### src/rtl/bus_host_pkg.sv
// Shared types and timing defaults for the register-bus host master.
package bus_host_pkg;

  typedef enum logic [2:0] {
    IDLE,
    SETUP,
    STROBE,
    HOLD,
    DONE
  } state_t;

  localparam int DEF_SETUP_CYCLES  = 1;
  localparam int DEF_STROBE_CYCLES = 4;
  localparam int DEF_HOLD_CYCLES   = 1;
  localparam int MIN_STROBE_CYCLES = 3;

endpackage

### src/rtl/bus_host_timer.sv
// Loadable 4-bit down-counter; tc flags the last cycle of a timed state.
module bus_host_timer (
  input  logic       clk,
  input  logic       reset_n_i,
  input  logic       load,
  input  logic [3:0] load_val,
  output logic       tc
);

  logic [3:0] cnt;

  always_ff @(posedge clk) begin
    if (!reset_n_i) begin
      cnt <= '0;
    end else if (load) begin
      cnt <= load_val;
    end else if (cnt != 4'd0) begin
      cnt <= cnt - 4'd1;
    end
  end

  assign tc = (cnt == 4'd0);

endmodule

### src/rtl/bus_host_master.sv
// Host master moving 16-bit register words over an 8-bit strobed bus.
// Reads are only performed when BUS_HOST_READ_EN is defined.
module bus_host_master
  import bus_host_pkg::*;
#(
  parameter int SETUP_CYCLES  = DEF_SETUP_CYCLES,
  parameter int STROBE_CYCLES = DEF_STROBE_CYCLES,
  parameter int HOLD_CYCLES   = DEF_HOLD_CYCLES
) (
  input  logic        clk,
  input  logic        reset_n_i,
  input  logic        req_valid_i,
  output logic        req_ready_o,
  input  logic        req_rd_nwr_i,
  input  logic [3:0]  req_reg_num_i,
  input  logic [15:0] req_data_i,
  output logic        rsp_valid_o,
  output logic [15:0] rsp_data_o,
  output logic        bus_sel_n_o,
  output logic        bus_rd_nwr_o,
  output logic [3:0]  bus_reg_num_o,
  output logic        bus_bytesel_o,
  output logic [7:0]  bus_data_o,
  output logic        bus_data_oe_o,
  input  logic [7:0]  bus_data_i
);

  if (SETUP_CYCLES < 1 || SETUP_CYCLES > 16 ||
      HOLD_CYCLES < 1 || HOLD_CYCLES > 16 ||
      STROBE_CYCLES < MIN_STROBE_CYCLES ||
      STROBE_CYCLES > 15) begin : g_bad_timing
    $error("bus_host_master: timing parameters out of range");
  end

  localparam logic [3:0] S_LD = 4'(SETUP_CYCLES - 1);
  localparam logic [3:0] T_LD = 4'(STROBE_CYCLES - 1);
  localparam logic [3:0] H_LD = 4'(HOLD_CYCLES - 1);

  state_t      state, state_nxt;
  logic        phase, phase_nxt;
  logic        tmr_load, tmr_tc;
  logic [3:0]  tmr_val;
  logic        accept, rd_skip, on_bus;
  logic        rd_nwr_q;
  logic [3:0]  reg_q;
  logic [15:0] data_q;

`ifdef BUS_HOST_READ_EN
  assign rd_skip = 1'b0;
`else
  assign rd_skip = req_rd_nwr_i;
`endif

  assign accept = (state == IDLE) && req_valid_i;

  always_comb begin
    state_nxt = state;
    phase_nxt = phase;
    tmr_load  = 1'b0;
    tmr_val   = '0;
    unique case (state)
      IDLE: begin
        if (req_valid_i) begin
          if (rd_skip) begin
            state_nxt = DONE;
          end else begin
            state_nxt = SETUP;
            phase_nxt = 1'b0;
            tmr_load  = 1'b1;
            tmr_val   = S_LD;
          end
        end
      end
      SETUP: begin
        if (tmr_tc) begin
          state_nxt = STROBE;
          tmr_load  = 1'b1;
          tmr_val   = T_LD;
        end
      end
      STROBE: begin
        if (tmr_tc) begin
          state_nxt = HOLD;
          tmr_load  = 1'b1;
          tmr_val   = H_LD;
        end
      end
      HOLD: begin
        if (tmr_tc) begin
          if (!phase) begin
            state_nxt = SETUP;
            phase_nxt = 1'b1;
            tmr_load  = 1'b1;
            tmr_val   = S_LD;
          end else begin
            state_nxt = DONE;
          end
        end
      end
      DONE:    state_nxt = IDLE;
      default: state_nxt = IDLE;
    endcase
  end

  always_ff @(posedge clk) begin
    if (!reset_n_i) begin
      state <= IDLE;
      phase <= 1'b0;
    end else begin
      state <= state_nxt;
      phase <= phase_nxt;
    end
  end

  always_ff @(posedge clk) begin
    if (!reset_n_i) begin
      rd_nwr_q <= 1'b0;
      reg_q    <= '0;
      data_q   <= '0;
    end else if (accept) begin
      rd_nwr_q <= req_rd_nwr_i;
      reg_q    <= req_reg_num_i;
      data_q   <= req_data_i;
    end
  end

  bus_host_timer u_timer (
    .clk       (clk),
    .reset_n_i (reset_n_i),
    .load      (tmr_load),
    .load_val  (tmr_val),
    .tc        (tmr_tc)
  );

`ifdef BUS_HOST_READ_EN
  logic [15:0] rd_buf, rsp_q;

  // Bytes collect in rd_buf; rsp_data_o only moves when the read completes.
  always_ff @(posedge clk) begin
    if (!reset_n_i) begin
      rd_buf <= '0;
      rsp_q  <= '0;
    end else if (rd_nwr_q && tmr_tc) begin
      if (state == STROBE) begin
        if (phase) rd_buf[7:0]  <= bus_data_i;
        else       rd_buf[15:8] <= bus_data_i;
      end
      if (state == HOLD && phase) rsp_q <= rd_buf;
    end
  end

  assign rsp_data_o = rsp_q;
`else
  assign rsp_data_o = '0;
`endif

  assign on_bus = (state == SETUP) || (state == STROBE) ||
                  (state == HOLD);

  assign req_ready_o   = (state == IDLE);
  assign rsp_valid_o   = (state == DONE);
  assign bus_sel_n_o   = (state != STROBE);
  assign bus_rd_nwr_o  = rd_nwr_q;
  assign bus_reg_num_o = reg_q;
  assign bus_bytesel_o = phase;
  assign bus_data_o    = phase ? data_q[7:0] : data_q[15:8];
  assign bus_data_oe_o = on_bus && !rd_nwr_q;

endmodule

### config.mk
export PLATFORM = sky130hd
export DESIGN_NAME = bus_host_master
export DESIGN_NICKNAME = d
export VERILOG_FILES = /design/src/rtl/bus_host_pkg.sv /design/src/rtl/bus_host_timer.sv /design/src/rtl/bus_host_master.sv
export SDC_FILE = /design/constraint.sdc
export NUM_CORES = 1
export LEC_CHECK = 0
export CORE_MARGIN = 3
export CORE_UTILIZATION = 43
export CTS_BUF_LIST = sky130_fd_sc_hd__clkbuf_8
export DETAILED_ROUTE_END_ITERATION = 10
export HOLD_SLACK_MARGIN = 0.12
export PLACE_DENSITY = 0.81
export SLEW_MARGIN = 15
export SYNTH_ARGS = -nofsm -noshare
export SYNTH_HDL_FRONTEND = slang
export SYNTH_SLANG_ARGS = --single-unit
export TNS_END_PERCENT = 10
### constraint.sdc
create_clock -name clk -period 1.5 [get_ports clk]
set_input_delay 0.3 -clock clk [delete_from_list [all_inputs] [get_ports clk]]
set_output_delay 0.3 -clock clk [all_outputs]
set_load 0.1 [all_outputs]
==> results.md, run 1 <==
* Sequential area share after synthesis at 38.9%
* Final ANT Viol Nets at 0
* Top post-synthesis cells by area: dfxtp_1 (39%), nand2_1 (11%), a21boi_1 (10%), buf_4 (8.1%), mux2_2 (6.0%)
* Clock-pin slew on the worst setup and hold paths at 0.07 ns
* Crit end category: output pin
* Vias in the first global route at 1302
* Achievable Freq at 0.638 GHz
* Critical Path Fanout Max at 5
* Drt pass-1 iters at 4
* Antenna violations before repair at 0
* Power Dens Cells at 1780 mW/mm^2
* Crit Path Category: reg -> out
* Layout cell share with drive strength beyond 1 at 32.5%
* Max Buffers Root-to-Sink at 2
* Share of the synthesized area in the top cell type at 38.9%
* Most frequent cells in the layout: nand2_1 (42), dfxtp_1 (24), clkdlybuf4s50_1 (23), a21boi_1 (20), buf_12 (20)
* Worst min-delay path category: reg -> reg
* TritonCTS Sinks at 29
* First-pass GRT wire length at 6270 um
* Total Power at 4.22 mW
* Area grow syn2layout at 59.4%
* Failing checks: negative setup slack
* Avg Inst Size Synth at 8.72 sq um
* Yosys top cell by area: dfxtp_1
* Core area at 0.00318 sq mm
* Remaining DRCs at 0
* Die Ht at 64.9 um
* Period minus WS final at 1.57 ns
* Detailed Route WL at 3660 um
* Max Cap Viol at 0
* H-tree depth at 2
* Vias per cell at 4.88
* Skew-Pair Late Insertion Delay at 0.28 ns
* Status: finished, violations left
* Hold Crit Depth at 2
* Final hold viol count at 0
* HPWL after DPL at 2490 um
* Root Driver: clkbuf_8
* Post-synthesis cell area at 0.00149 sq mm
* RR Startpoint: u_timer.cnt[0]
* Pin count of the biggest net entering global routing at 22
* Slew Limit Fails at 0
* Grt ovf at 0
* I/O Buffers at 41
* TritonCTS buffer count at 5
* Row count at 20
* Maximum VDD drop at 935 uV
* Nets at 260
* Initial drt markers at 39
* Critical Path Start Type: flop
* CTS tree: yes
* Crit path from: bus_bytesel_o
* Reg2Reg Depth at 5
* Die footprint at 0.00421 sq mm
* Tcrit/Tclk final at 104%
* I/O pins at 66
* Final setup viols at 8
* Place WS at -0.225 ns
* Warnings from Yosys at 0
* Flop-to-flop setup slack at 0.07 ns
* RSZ-0062 raised after global routing: yes
* Sink of the worst hold path: data_q[9]
* Die X at 64.9 um
* Leakage at 0.975 nW
* Ant diodes at 0
* Initial Utilization at 46.9%
* Commonest non-fill, non-tap cell in the layout: nand2_1
* Total GRT Usage at 19.4%
* Required @ worst endpoint at 1.20 ns
* Gate count of the mapped netlist at 171
* Final GP Congestion at 0.761
* Routed length per placed instance at 13.4 um
* Post-synthesis register bit count at 29
* Arr. time, crit path at 1.27 ns
* Vias at 1326
* Synth unique cells at 35
* Reg2reg end: u_timer.cnt[0]
* Final worst setup slack at -0.0665 ns
* Worst hold start: data_q[9]
* Worst Skew at 0.00878 ns
* Sum Neg Setup Slack at -0.516 ns
## through the flow
stage | hold slack, ns | cells | cell area [sq um] | util, %
after floorplan | 0.427 | 186 | 1600 | -
after CTS | 0.453 | 272 | 2360 | 74.3
after global routing | 0.481 | 272 | 2380 | 74.8
final | 0.455 | 272 | 2380 | 74.8
after detailed placement | 0.443 | 260 | 2180 | 68.7
after global placement | 0.440 | 260 | 2180 | 68.7
## worst max-delay path, stage by stage (launching register included)
cell	delay, ns
dfxtp_4	0.37
buf_12	0.13
mux2_4	0.32
buf_12	0.17
## timing repair
action / CTS / global route
pin swaps: 1 / 1
hold buffers: 0 / 0
resized for setup: 15 / 7
gates cloned: 0 / 0
setup endpoints to repair: 13 / 14
buffers inserted: 4 / 0
## synthesized netlist by cell type (all sizes together)
master / n
a21boi: 21
a21oi: 2
a221oi: 1
a31o: 1
a31oi: 2
a32oi: 1
and3: 1
and4bb: 1
buf: 23
clkbuf: 3
conb: 1
dfxtp: 29
ha: 1
inv: 4
mux2: 8
mux2i: 1
nand2: 42
nand2b: 4
nand3: 1
nand3b: 1
nor2: 4
nor3: 6
nor3b: 2
nor4b: 1
o211a: 1
o311ai: 2
o31a: 1
o41ai: 1
or2: 2
or3b: 1
or4b: 1
xnor2: 1
## power breakdown
part           internal, mW  switching [mW]
registers             0.931           0.144
clock network         0.365           0.288
logic                 0.980            1.51
## logic make-up (layout without fill, tap and decap cells)
| family | after synthesis | in the layout | synth area share, % |
|---|---|---|---|
| flip-flops | 29 | 29 | 38.9 |
| XOR/XNOR | 1 | 1 | 0.587 |
| buffers and inverters | 30 | 72 | 13.8 |
| multiplexers | 9 | 9 | 6.71 |
| adder cells (fa/ha/maj) | 1 | 1 | 0.839 |
| AND/OR/NAND/NOR | 67 | 67 | 22.0 |
| other | 1 | 16 | 0.251 |
| AO/OA/AOI/OAI | 33 | 33 | 16.9 |
## state kept, by name, indices dropped and copies added (netlist names)
register       cells
data_q            16
state              3
bus_rd_nwr_o       1
bus_reg_num_o      4
u_timer.cnt        4
bus_bytesel_o      1
## cell type report
type | count | area, sq um
multi-input cells | 127 | 856
repair buffers | 60 | 766
fillers | 239 | 801
clock buffers | 6 | 82.6
clock inverters | 2 | 11.3
flip-flops and latches | 29 | 592
well taps | 44 | 55.1
inverters | 4 | 15.0
## routing by layer
metal,share of wire (%),vias to the layer above,track usage (%),routed length [um]
met3,6.8,2,5.72,248
met4,0.52,0,6.33,19
met1,41,619,23.3,1490
met5,0,-,0,0
li1,-,657,-,-
met2,52,48,33.0,1900
## worst max path at each step
stage,to,depth (start not counted)
2_1_floorplan,bus_data_o[1],2
3_3_place_gp,data_q[6],4
3_5_place_dp,data_q[0],4
4_1_cts,bus_data_o[0],3
5_1_grt,bus_data_o[5],3
6_report,bus_data_o[2],3
Power figures use the tool's default switching activity.
==> run 2, diff against run 1 <==
CORE_MARGIN = default   (was 3)
==> results.md, run 2 (same netlist as run 1, synthesis figures left out) <==
* Final GP Congestion at 0.790
* CP cell instances: buf_6, mux2_4, buf_12
* I/O pins at 66
* Required @ worst endpoint at 1.20 ns
* Total GRT Usage at 21.4%
* Grt met2 use at 37.0%
* Pin count of the biggest net entering global routing at 22
* Sequential share of power at 25.3%
* Detailed Route WL at 3440 um
* GRT busiest layer: met2
* Slew Limit Fails at 0
* Sw Pwr at 1.93 mW
* Final setup viols at 9
* Final hold viol count at 0
* Failing checks: negative setup slack
* Core area at 0.00334 sq mm
* H-tree depth at 2
* Global-route met3 utilization at 5.97%
* Die Ht at 60.9 um
* Area grow syn2layout at 59.5%
* Crit end category: output pin
* Vias per cell at 4.84
* Antenna violations before repair at 0
* I/O Buffers at 41
* Worst Skew at 0.00272 ns
* Arr. time, crit path at 1.26 ns
* TritonCTS Sinks at 29
* Net Sw Frac at 45.6%
* Period minus WS final at 1.56 ns
* Routed length per placed instance at 12.4 um
* Power Dens Cells at 1780 mW/mm^2
* Layout fillers at 260
* Inst Count DP at 265
* RSZ-0062 raised after global routing: yes
* Place WS at -0.222 ns
* Clock-pin slew on the worst setup and hold paths at 0.06 ns
* Max reg flops at 16
* TritonCTS buffer count at 5
* Die footprint at 0.00371 sq mm
* Reg2Reg Depth at 5
* Leakage at 0.984 nW
* Tcrit/Tclk final at 104%
* Root Driver: clkbuf_8
* Critical Path Fanout Max at 4
* First-pass GRT wire length at 5720 um
* Ant diodes at 0
* Commonest non-fill, non-tap cell in the layout: nand2_1
* Final worst setup slack at -0.0617 ns
* Worst min-delay path category: reg -> reg
* Slowest stage cell, crit path: dfxtp_4
* Grt ovf at 0
* Vias at 1335
* Hold Crit Depth at 2
* Skew-Pair Late Insertion Delay at 0.28 ns
* Largest incremental delay on the critical path at 0.36 ns
* Die X at 60.9 um
* Status: finished, violations left
* Clock power share at 16.8%
* Flop-to-flop setup slack at 0.07 ns
* Comb pwr share at 57.9%
* Post-Layout Cell Count at 276
* Max Buffers Root-to-Sink at 2
* Initial drt markers at 44
* Nets at 262
* Reg with most FFs: data_q
* P_int at 2.31 mW
* Final ANT Viol Nets at 0
* CTS tree: yes
* Vias in the first global route at 1279
* Most frequent cells in the layout: nand2_1 (42), dfxtp_1 (23), clkdlybuf4s50_1 (23), a21boi_1 (20), buf_12 (19)
* HPWL after DPL at 2300 um
* Achievable Freq at 0.640 GHz
* Drt pass-1 iters at 4
* Max Cap Viol at 0
* Crit Path Category: reg -> out
* Layout cell share with drive strength beyond 1 at 31.7%
* Row count at 21
* Remaining DRCs at 0
* Initial Utilization at 44.7%
* GR met1 Demand/Resource at 24.6%
* Critical Path Start Type: flop
* Maximum VDD drop at 867 uV
==> run 2: changes by cell type in the layout (fill, tap and decap cells not counted), sizes merged <==
cell and delta:
clkbuf +1, clkinv +1, inv -1, clkinvlp -1
buf +2
==> run 2: path summary, 6_finish.rpt <==
path	startpoint	to
max reg2reg	u_timer.cnt[0]	u_timer.cnt[1]
max	bus_bytesel_o	bus_data_o[6]
min reg2reg	data_q[10]	data_q[10]
min	data_q[10]	data_q[10]
==> run 2: layout make-up <==
class	instances	area [sq um]	area share (%)
multi-input combinational	127	843	35.5
timing repair buffer	62	768	32.3
sequential	29	593	24.9
clock buffer	7	96.3	4.05
tap	46	57.6	2.42
inverter	4	15.0	0.631
clock inverter	1	5.00	0.210
==> run 2: timing repair <==
item	CTS	global route
hold buffers	0	0
setup buffers	3	0
resized for setup	14	3
pin swaps	1	0
endpoints found under the setup margin	11	13
==> run 2: metrics by stage <==
step / hold WS (ns) / util, % / TNS (ns) / power, mW / cell area [sq um]
finish: 0.451 / 71.3 / -0.474 / 4.24 / 2380
global route: 0.465 / 71.3 / -0.823 / 4.47 / 2380
CTS: 0.453 / 71.1 / -0.465 / 4.24 / 2370
detailed placement: 0.443 / 65.8 / -4.49 / 3.47 / 2200
global placement: 0.440 / 65.8 / -4.34 / 3.43 / 2200
floorplan: 0.427 / - / -1.72 / 2.73 / 1600
==> run 2: critical path, delay by kind of cell, from the launching register on <==
family / cells / cell delay (ns)
buffers and inverters: 2 / 0.29
multiplexers: 1 / 0.32
flip-flops: 1 / 0.36
==> run 2: power by group through the flow <==
stage / logic (mW) / clock network, mW / registers (mW)
after floorplan: 1.56 / 0 / 1.18
after global placement: 2.37 / 0 / 1.06
after detailed placement: 2.40 / 0 / 1.07
after CTS: 2.45 / 0.724 / 1.06
after global routing: 2.60 / 0.773 / 1.10
final: 2.46 / 0.711 / 1.07
==> run 2: routing by layer <==
layer / share of wire (%) / up-vias
met2: 51 / 38
met3: 3.7 / 9
met1: 43 / 621
li1: - / 667
met4: 2.3 / 0
met5: 0 / -
==> run 3, diff against run 2 <==
SLEW_MARGIN = 5   (was 15)
==> results of run 3 <==
No change in the layout: final DEF, timing and power equal those of run 2.
